==> config.mk <==
export PLATFORM = sky130hd
export DESIGN_NAME = mips_multicycle_core
export DESIGN_NICKNAME = d
export VERILOG_FILES = /design/src/rtl/mips_multicycle_core.sv
export SDC_FILE = /design/constraint.sdc
export NUM_CORES = 2
export LEC_CHECK = 0
export ABC_AREA = 1
export CAP_MARGIN = 10
export CORE_MARGIN = 1
export CORE_UTILIZATION = 40
export CTS_BUF_LIST = sky130_fd_sc_hd__clkbuf_8
export CTS_CLUSTER_DIAMETER = 150
export DETAILED_ROUTE_END_ITERATION = 7
export DONT_BUFFER_PORTS = 1
export SLEW_MARGIN = 20
export SYNTH_ARGS = -nofsm -noshare
export SYNTH_HDL_FRONTEND = slang
export SYNTH_SLANG_ARGS = --single-unit
==> constraint.sdc <==
create_clock -name CLOCK -period 5.71 [get_ports CLOCK]
set_clock_uncertainty 0.15 [all_clocks]
set_input_delay 1.142 -clock CLOCK [delete_from_list [all_inputs] [get_ports CLOCK]]
set_output_delay 1.142 -clock CLOCK [all_outputs]
set_load 0.005 [all_outputs]
==> src/rtl/mips_multicycle_core.sv <==
// mips_multicycle_core
//   Multicycle MIPS-I subset core (add/sub/and/or/slt, lw, sw, beq, addi, j).
//   One FSM sequences a shared datapath; a single unified memory port serves
//   instruction fetch and data access with a req/ready handshake.
// Ports
//   CLOCK, RESET        rising-edge clock, synchronous active-high reset
//   mem_req/mem_we      access request and direction (1 = write)
//   mem_addr/mem_wdata  byte address and store data, held while stalled
//   mem_rdata/mem_ready read data and completion (req & ready completes)
//   retire              one-cycle pulse in the last state of each instruction
//   pc_out              architectural PC
//   halted              high while the core sits in HALT
module mips_multicycle_core #(
  parameter logic [31:0] RESET_PC        = 32'h0000_0000,
  parameter int          NUM_REGS        = 32,
  parameter bit          HALT_ON_ILLEGAL = 1'b1
) (
  input  logic        CLOCK,
  input  logic        RESET,
  output logic        mem_req,
  output logic        mem_we,
  output logic [31:0] mem_addr,
  output logic [31:0] mem_wdata,
  input  logic [31:0] mem_rdata,
  input  logic        mem_ready,
  output logic        retire,
  output logic [31:0] pc_out,
  output logic        halted
);

  localparam int IDX_W = (NUM_REGS > 1) ? $clog2(NUM_REGS) : 1;

  localparam logic [5:0] OP_R    = 6'h00;
  localparam logic [5:0] OP_J    = 6'h02;
  localparam logic [5:0] OP_BEQ  = 6'h04;
  localparam logic [5:0] OP_ADDI = 6'h08;
  localparam logic [5:0] OP_LW   = 6'h23;
  localparam logic [5:0] OP_SW   = 6'h2B;

  localparam logic [5:0] F_ADD = 6'h20;
  localparam logic [5:0] F_SUB = 6'h22;
  localparam logic [5:0] F_AND = 6'h24;
  localparam logic [5:0] F_OR  = 6'h25;
  localparam logic [5:0] F_SLT = 6'h2A;

  typedef enum logic [3:0] {
    S_FETCH, S_DECODE, S_MEMADR, S_MEMRD, S_MEMWB, S_MEMWR, S_EXEC,
    S_ALUWB, S_BRANCH, S_ADDIEX, S_ADDIWB, S_JUMP, S_HALT
  } state_t;

  state_t state, state_nxt;

  logic        [31:0] pc, ir, target, alu_out, mdr;
  logic signed [31:0] reg_a, reg_b;
  logic        [31:0] rf [NUM_REGS];

  logic [5:0]       opcode, funct;
  logic [IDX_W-1:0] rs_idx, rt_idx, rd_idx;
  logic signed [31:0] imm_sext;
  logic [31:0]      rs_val, rt_val;

  logic             rf_we, retire_c;
  logic [IDX_W-1:0] rf_waddr;
  logic [31:0]      rf_wdata;
  logic             unused_shamt;

  assign opcode       = ir[31:26];
  assign funct        = ir[5:0];
  assign rs_idx       = ir[21 +: IDX_W];
  assign rt_idx       = ir[16 +: IDX_W];
  assign rd_idx       = ir[11 +: IDX_W];
  assign imm_sext     = {{16{ir[15]}}, ir[15:0]};
  assign unused_shamt = ^ir[10:6];

  // $0 is hard-wired to zero on the read side as well as never written.
  assign rs_val = (rs_idx == '0) ? 32'd0 : rf[rs_idx];
  assign rt_val = (rt_idx == '0) ? 32'd0 : rf[rt_idx];

  function automatic logic rtype_legal(input logic [5:0] fn);
    return (fn == F_ADD) || (fn == F_SUB) || (fn == F_AND) ||
           (fn == F_OR)  || (fn == F_SLT);
  endfunction

  function automatic logic [31:0] alu_rtype(input logic [5:0] fn,
                                            input logic signed [31:0] x,
                                            input logic signed [31:0] y);
    case (fn)
      F_ADD:   return x + y;
      F_SUB:   return x - y;
      F_AND:   return x & y;
      F_OR:    return x | y;
      F_SLT:   return (x < y) ? 32'd1 : 32'd0;
      default: return 32'd0;
    endcase
  endfunction

  always_comb begin
    state_nxt = state;
    retire_c  = 1'b0;
    rf_we     = 1'b0;
    rf_waddr  = '0;
    rf_wdata  = 32'd0;
    case (state)
      S_FETCH:  if (mem_ready) state_nxt = S_DECODE;
      S_DECODE: begin
        case (opcode)
          OP_R:          state_nxt = rtype_legal(funct) ? S_EXEC : S_HALT;
          OP_LW, OP_SW:  state_nxt = S_MEMADR;
          OP_BEQ:        state_nxt = S_BRANCH;
          OP_ADDI:       state_nxt = S_ADDIEX;
          OP_J:          state_nxt = S_JUMP;
          default:       state_nxt = S_HALT;
        endcase
        // Illegal encodings retire here as a NOP when halting is disabled.
        if (state_nxt == S_HALT && !HALT_ON_ILLEGAL) begin
          state_nxt = S_FETCH;
          retire_c  = 1'b1;
        end
      end
      S_MEMADR: state_nxt = (opcode == OP_LW) ? S_MEMRD : S_MEMWR;
      S_MEMRD:  if (mem_ready) state_nxt = S_MEMWB;
      S_MEMWB: begin
        rf_we = 1'b1; rf_waddr = rt_idx; rf_wdata = mdr;
        retire_c = 1'b1; state_nxt = S_FETCH;
      end
      S_MEMWR: if (mem_ready) begin
        retire_c = 1'b1; state_nxt = S_FETCH;
      end
      S_EXEC:   state_nxt = S_ALUWB;
      S_ALUWB: begin
        rf_we = 1'b1; rf_waddr = rd_idx; rf_wdata = alu_out;
        retire_c = 1'b1; state_nxt = S_FETCH;
      end
      S_BRANCH: begin retire_c = 1'b1; state_nxt = S_FETCH; end
      S_ADDIEX: state_nxt = S_ADDIWB;
      S_ADDIWB: begin
        rf_we = 1'b1; rf_waddr = rt_idx; rf_wdata = alu_out;
        retire_c = 1'b1; state_nxt = S_FETCH;
      end
      S_JUMP:   begin retire_c = 1'b1; state_nxt = S_FETCH; end
      S_HALT:   state_nxt = S_HALT;
      default:  state_nxt = S_FETCH;
    endcase
  end

  // Control state: FSM, PC, IR and register file.
  always_ff @(posedge CLOCK) begin
    if (RESET) begin
      state <= S_FETCH;
      pc    <= RESET_PC;
      ir    <= 32'd0;
      for (int i = 0; i < NUM_REGS; i++) rf[i] <= 32'd0;
    end else begin
      state <= state_nxt;
      if (state == S_FETCH && mem_ready) begin
        ir <= mem_rdata;
        pc <= pc + 32'd4;
      end
      if (state == S_BRANCH && reg_a == reg_b) pc <= target;
      if (state == S_JUMP) pc <= {pc[31:28], ir[25:0], 2'b00};
      if (rf_we && rf_waddr != '0) rf[rf_waddr] <= rf_wdata;
    end
  end

  // Datapath registers; pc already holds PC+4 when DECODE computes the target.
  always_ff @(posedge CLOCK) begin
    case (state)
      S_DECODE: begin
        reg_a  <= rs_val;
        reg_b  <= rt_val;
        target <= pc + (imm_sext <<< 2);
      end
      S_MEMADR, S_ADDIEX: alu_out <= reg_a + imm_sext;
      S_EXEC:             alu_out <= alu_rtype(funct, reg_a, reg_b);
      S_MEMRD:            if (mem_ready) mdr <= mem_rdata;
      default: ;
    endcase
  end

  // State and registers are frozen while stalled, so the request stays stable.
  assign mem_req   = !RESET && (state == S_FETCH || state == S_MEMRD || state == S_MEMWR);
  assign mem_we    = !RESET && (state == S_MEMWR);
  assign mem_addr  = (state == S_MEMRD || state == S_MEMWR) ? alu_out : pc;
  assign mem_wdata = reg_b;
  assign retire    = !RESET && retire_c;
  assign halted    = !RESET && (state == S_HALT);
  assign pc_out    = pc;

endmodule

==> results.sh <==
export IMPL_grt_pass1_vias=64000
export IMPL_peakVddDrop_mv=0.267
export IMPL_cp_end_kind="output port"
export IMPL_cp_top_family="buffers and inverters"
export IMPL_synthCells=9138
export IMPL_worstPathMaxFanout=51
export IMPL_wire_per_inst_um=27.9
export IMPL_clk_pin_slew_ns=0.07
export IMPL_clockBufferDepth=3
export IMPL_fmax_mhz=222
export IMPL_setup_viol=0
export IMPL_reg2regPathDepth=13
export IMPL_routed_wl_met2_um=141000
export IMPL_worst_pin_slew_ns=1.16
export IMPL_die_x_um=431
export IMPL_worst_setup_path_type="reg2out"
export IMPL_place_inst=11100
export IMPL_routed_top_layer="met5"
export IMPL_ys_warn_count=0
export IMPL_antenna_found_initial=38
export IMPL_required_ns=4.42
export IMPL_cts_root_buf="clkbuf_8"
export IMPL_ys_ff_latch=1252
export IMPL_min_period_ns=4.50
export IMPL_grt_max_degree=158
export IMPL_final_cell_mix="nor2_1 (1638), nand2_1 (1445), o21ai_0 (1278), edfxtp_1 (1184), inv_1 (870)"
export IMPL_r2r_setup_slack_ns=1.28
export IMPL_rows=157
export IMPL_setup_tns_final_ns=0
export IMPL_initial_core_util=0.403
export IMPL_stdcell_count=11500
export IMPL_grt_overflow=0
export IMPL_status="finished, final reports clean"
export IMPL_crit_path_start="state[0]"
export IMPL_cts_resized=0
export IMPL_wl_um=322000
export IMPL_core_um2=183000
export IMPL_area_growth_pct=9.29
export IMPL_io_pins=135
export IMPL_clk_latency_ns=1.02
export IMPL_slew_headroom=0.229
export IMPL_preCtsSetupSlack_ns=1.45
export IMPL_hold_buffers=0
export IMPL_mostFrequentLayoutCell="nor2_1"
export IMPL_wl_met3_um=41600
export IMPL_p_per_area_nw_per_um2=487
export IMPL_crit_cells=10
export IMPL_finalHoldViolCount=0
export IMPL_synth_edf_count=1184
export IMPL_finalPower_mw=39.2
export IMPL_r2r_start="mem_wdata[23]"
export IMPL_crit_slowest_cell="buf_4"
export IMPL_final_max_slew_viol_count=0
export IMPL_grt_usage=0.336
export IMPL_synth_cell_types=52
export IMPL_max_cap_viol_count=0
export IMPL_rsz0062_at_grt="no"
export IMPL_fin_ws_ns=1.21
export IMPL_finalNetCount=9092
export IMPL_netlist_area_um2=73700
export IMPL_cts_buffers=217
export IMPL_cts_setup_buffers=0
export IMPL_viasPerCell=6.05
export IMPL_die_h_um=431
export IMPL_leakagePower_nw=29.8
export IMPL_cts_tree="built"
export IMPL_cp_start_kind="register"
export IMPL_arrival_ns=3.21
export IMPL_die_area_um2=186000
export IMPL_wl_met1_um=122000
export IMPL_async_flop_share=0
export IMPL_n_fill_cell=18300
export IMPL_reg2reg_to="pc_out[23]"
export IMPL_drtIter0Drc=10700
export IMPL_drc=0
export IMPL_hold_class="in2reg"
export IMPL_crit_chain="inv_1, nor2_1, inv_1, nor2_1, nor2_1, buf_4, inv_1, buf_4, nand2_1, o21ai_0"
export IMPL_globalplace_congestion=0.989
export IMPL_finalHoldWorstSlack_ns=0.106
export IMPL_slowest_delay_ns=0.43
export IMPL_post_dp_hpwl_um=216000
export IMPL_layout_drive_gt1_share=0.0656
export IMPL_cp_num_buf_inv=5
export IMPL_port_buffers=0
export IMPL_dr_pass1_iters=8
export IMPL_seq_area_frac_synth=0.501
export IMPL_detail_route_antenna_nets=0
export IMPL_finalCritPeriodShare=0.789
export IMPL_clock_sinks=1252
export IMPL_grt_pass1_wl_um=456000
export IMPL_cp_endpoint="mem_addr[26]"
export IMPL_synth_area_per_cell_um2=8.07
export IMPL_ys_flop_type="edfxtp_1"
export IMPL_vias=69800
export IMPL_htreeDepth=4
[where the power goes]
| part | internal, mW | total (mW) | switching (mW) |
|---|---|---|---|
| Sequential | 11.1 | 12.3 | 1.27 |
| Combinational | 4.66 | 18.6 | 13.9 |
| Clock | 4.09 | 8.30 | 4.21 |
[worst min-delay path by stage]
stage	endpoint	from	cells after the start	slack [ns]
2_1_floorplan	ir[31]	ir[31]	2	0.30
3_3_place_gp	register	target[0]	2	0.31
3_5_place_dp	register	target[0]	2	0.32
4_1_cts	pc_out[30]	RESET	1	0.03
5_1_grt	pc_out[30]	RESET	1	0.07
6_report	pc_out[30]	RESET	1	0.11
[area by class of cell]
class	instances	area [um2]	area share
tap	2464	3080	0.0383
clock inverter	186	1200	0.0148
clock buffer	219	3010	0.0374
antenna	15	37.5	0.000466
inverter	824	3110	0.0386
timing repair buffer	182	1630	0.0202
sequential	1252	36900	0.458
multi-input combinational	6407	31600	0.392
[stage by stage]
stage,instance area [um2],util
finish,80600,0.440
global route,80500,0.440
CTS,80500,0.440
detailed placement,76300,0.417
global placement,76300,0.417
floorplan,73800,-
[cell usage after synthesis (70+ instances only)]
master | instances | area [um2]
nor2_1 | 1647 | 6180
clkbuf_1 | 571 | 2140
o211ai_1 | 236 | 1770
nand4_1 | 70 | 438
ha_1 | 169 | 2110
nand2_1 | 1482 | 5560
nand3_1 | 380 | 1900
a21oi_1 | 586 | 2930
edfxtp_1 | 1184 | 35600
o21ai_0 | 1281 | 6410
inv_1 | 804 | 3020
buf_2 | 75 | 375
o22ai_1 | 126 | 788
[routing by layer]
layer | track usage | up-vias
met1 | 0.436 | 33400
met3 | 0.0921 | 931
met4 | 0.161 | 46
met5 | 0 | -
met2 | 0.516 | 4766
li1 | - | 30700
[registers in the layout (all words and copies together), names as in the netlist, 30 cells and up, named ones only]
name / flops
alu_out: 32
ir: 32
rf: 1024
target: 32
mdr: 32
reg_a: 32
pc_out: 30
mem_wdata: 32
[cell families (layout without fill, tap and decap cells)]
kind of cell	after synthesis	in the layout	share of synthesized area
buffers and inverters	1510	1411	0.0782
xor gates and xnor gates	52	52	0.00618
other	1	47	0.0000509
and+or+nand+nor	3704	3704	0.201
AOI/OAI and AO/OA	2446	2446	0.184
DFF	1252	1252	0.501
adders and majority gates	173	173	0.0298
Note: power is estimated with default switching activity, not from simulation.
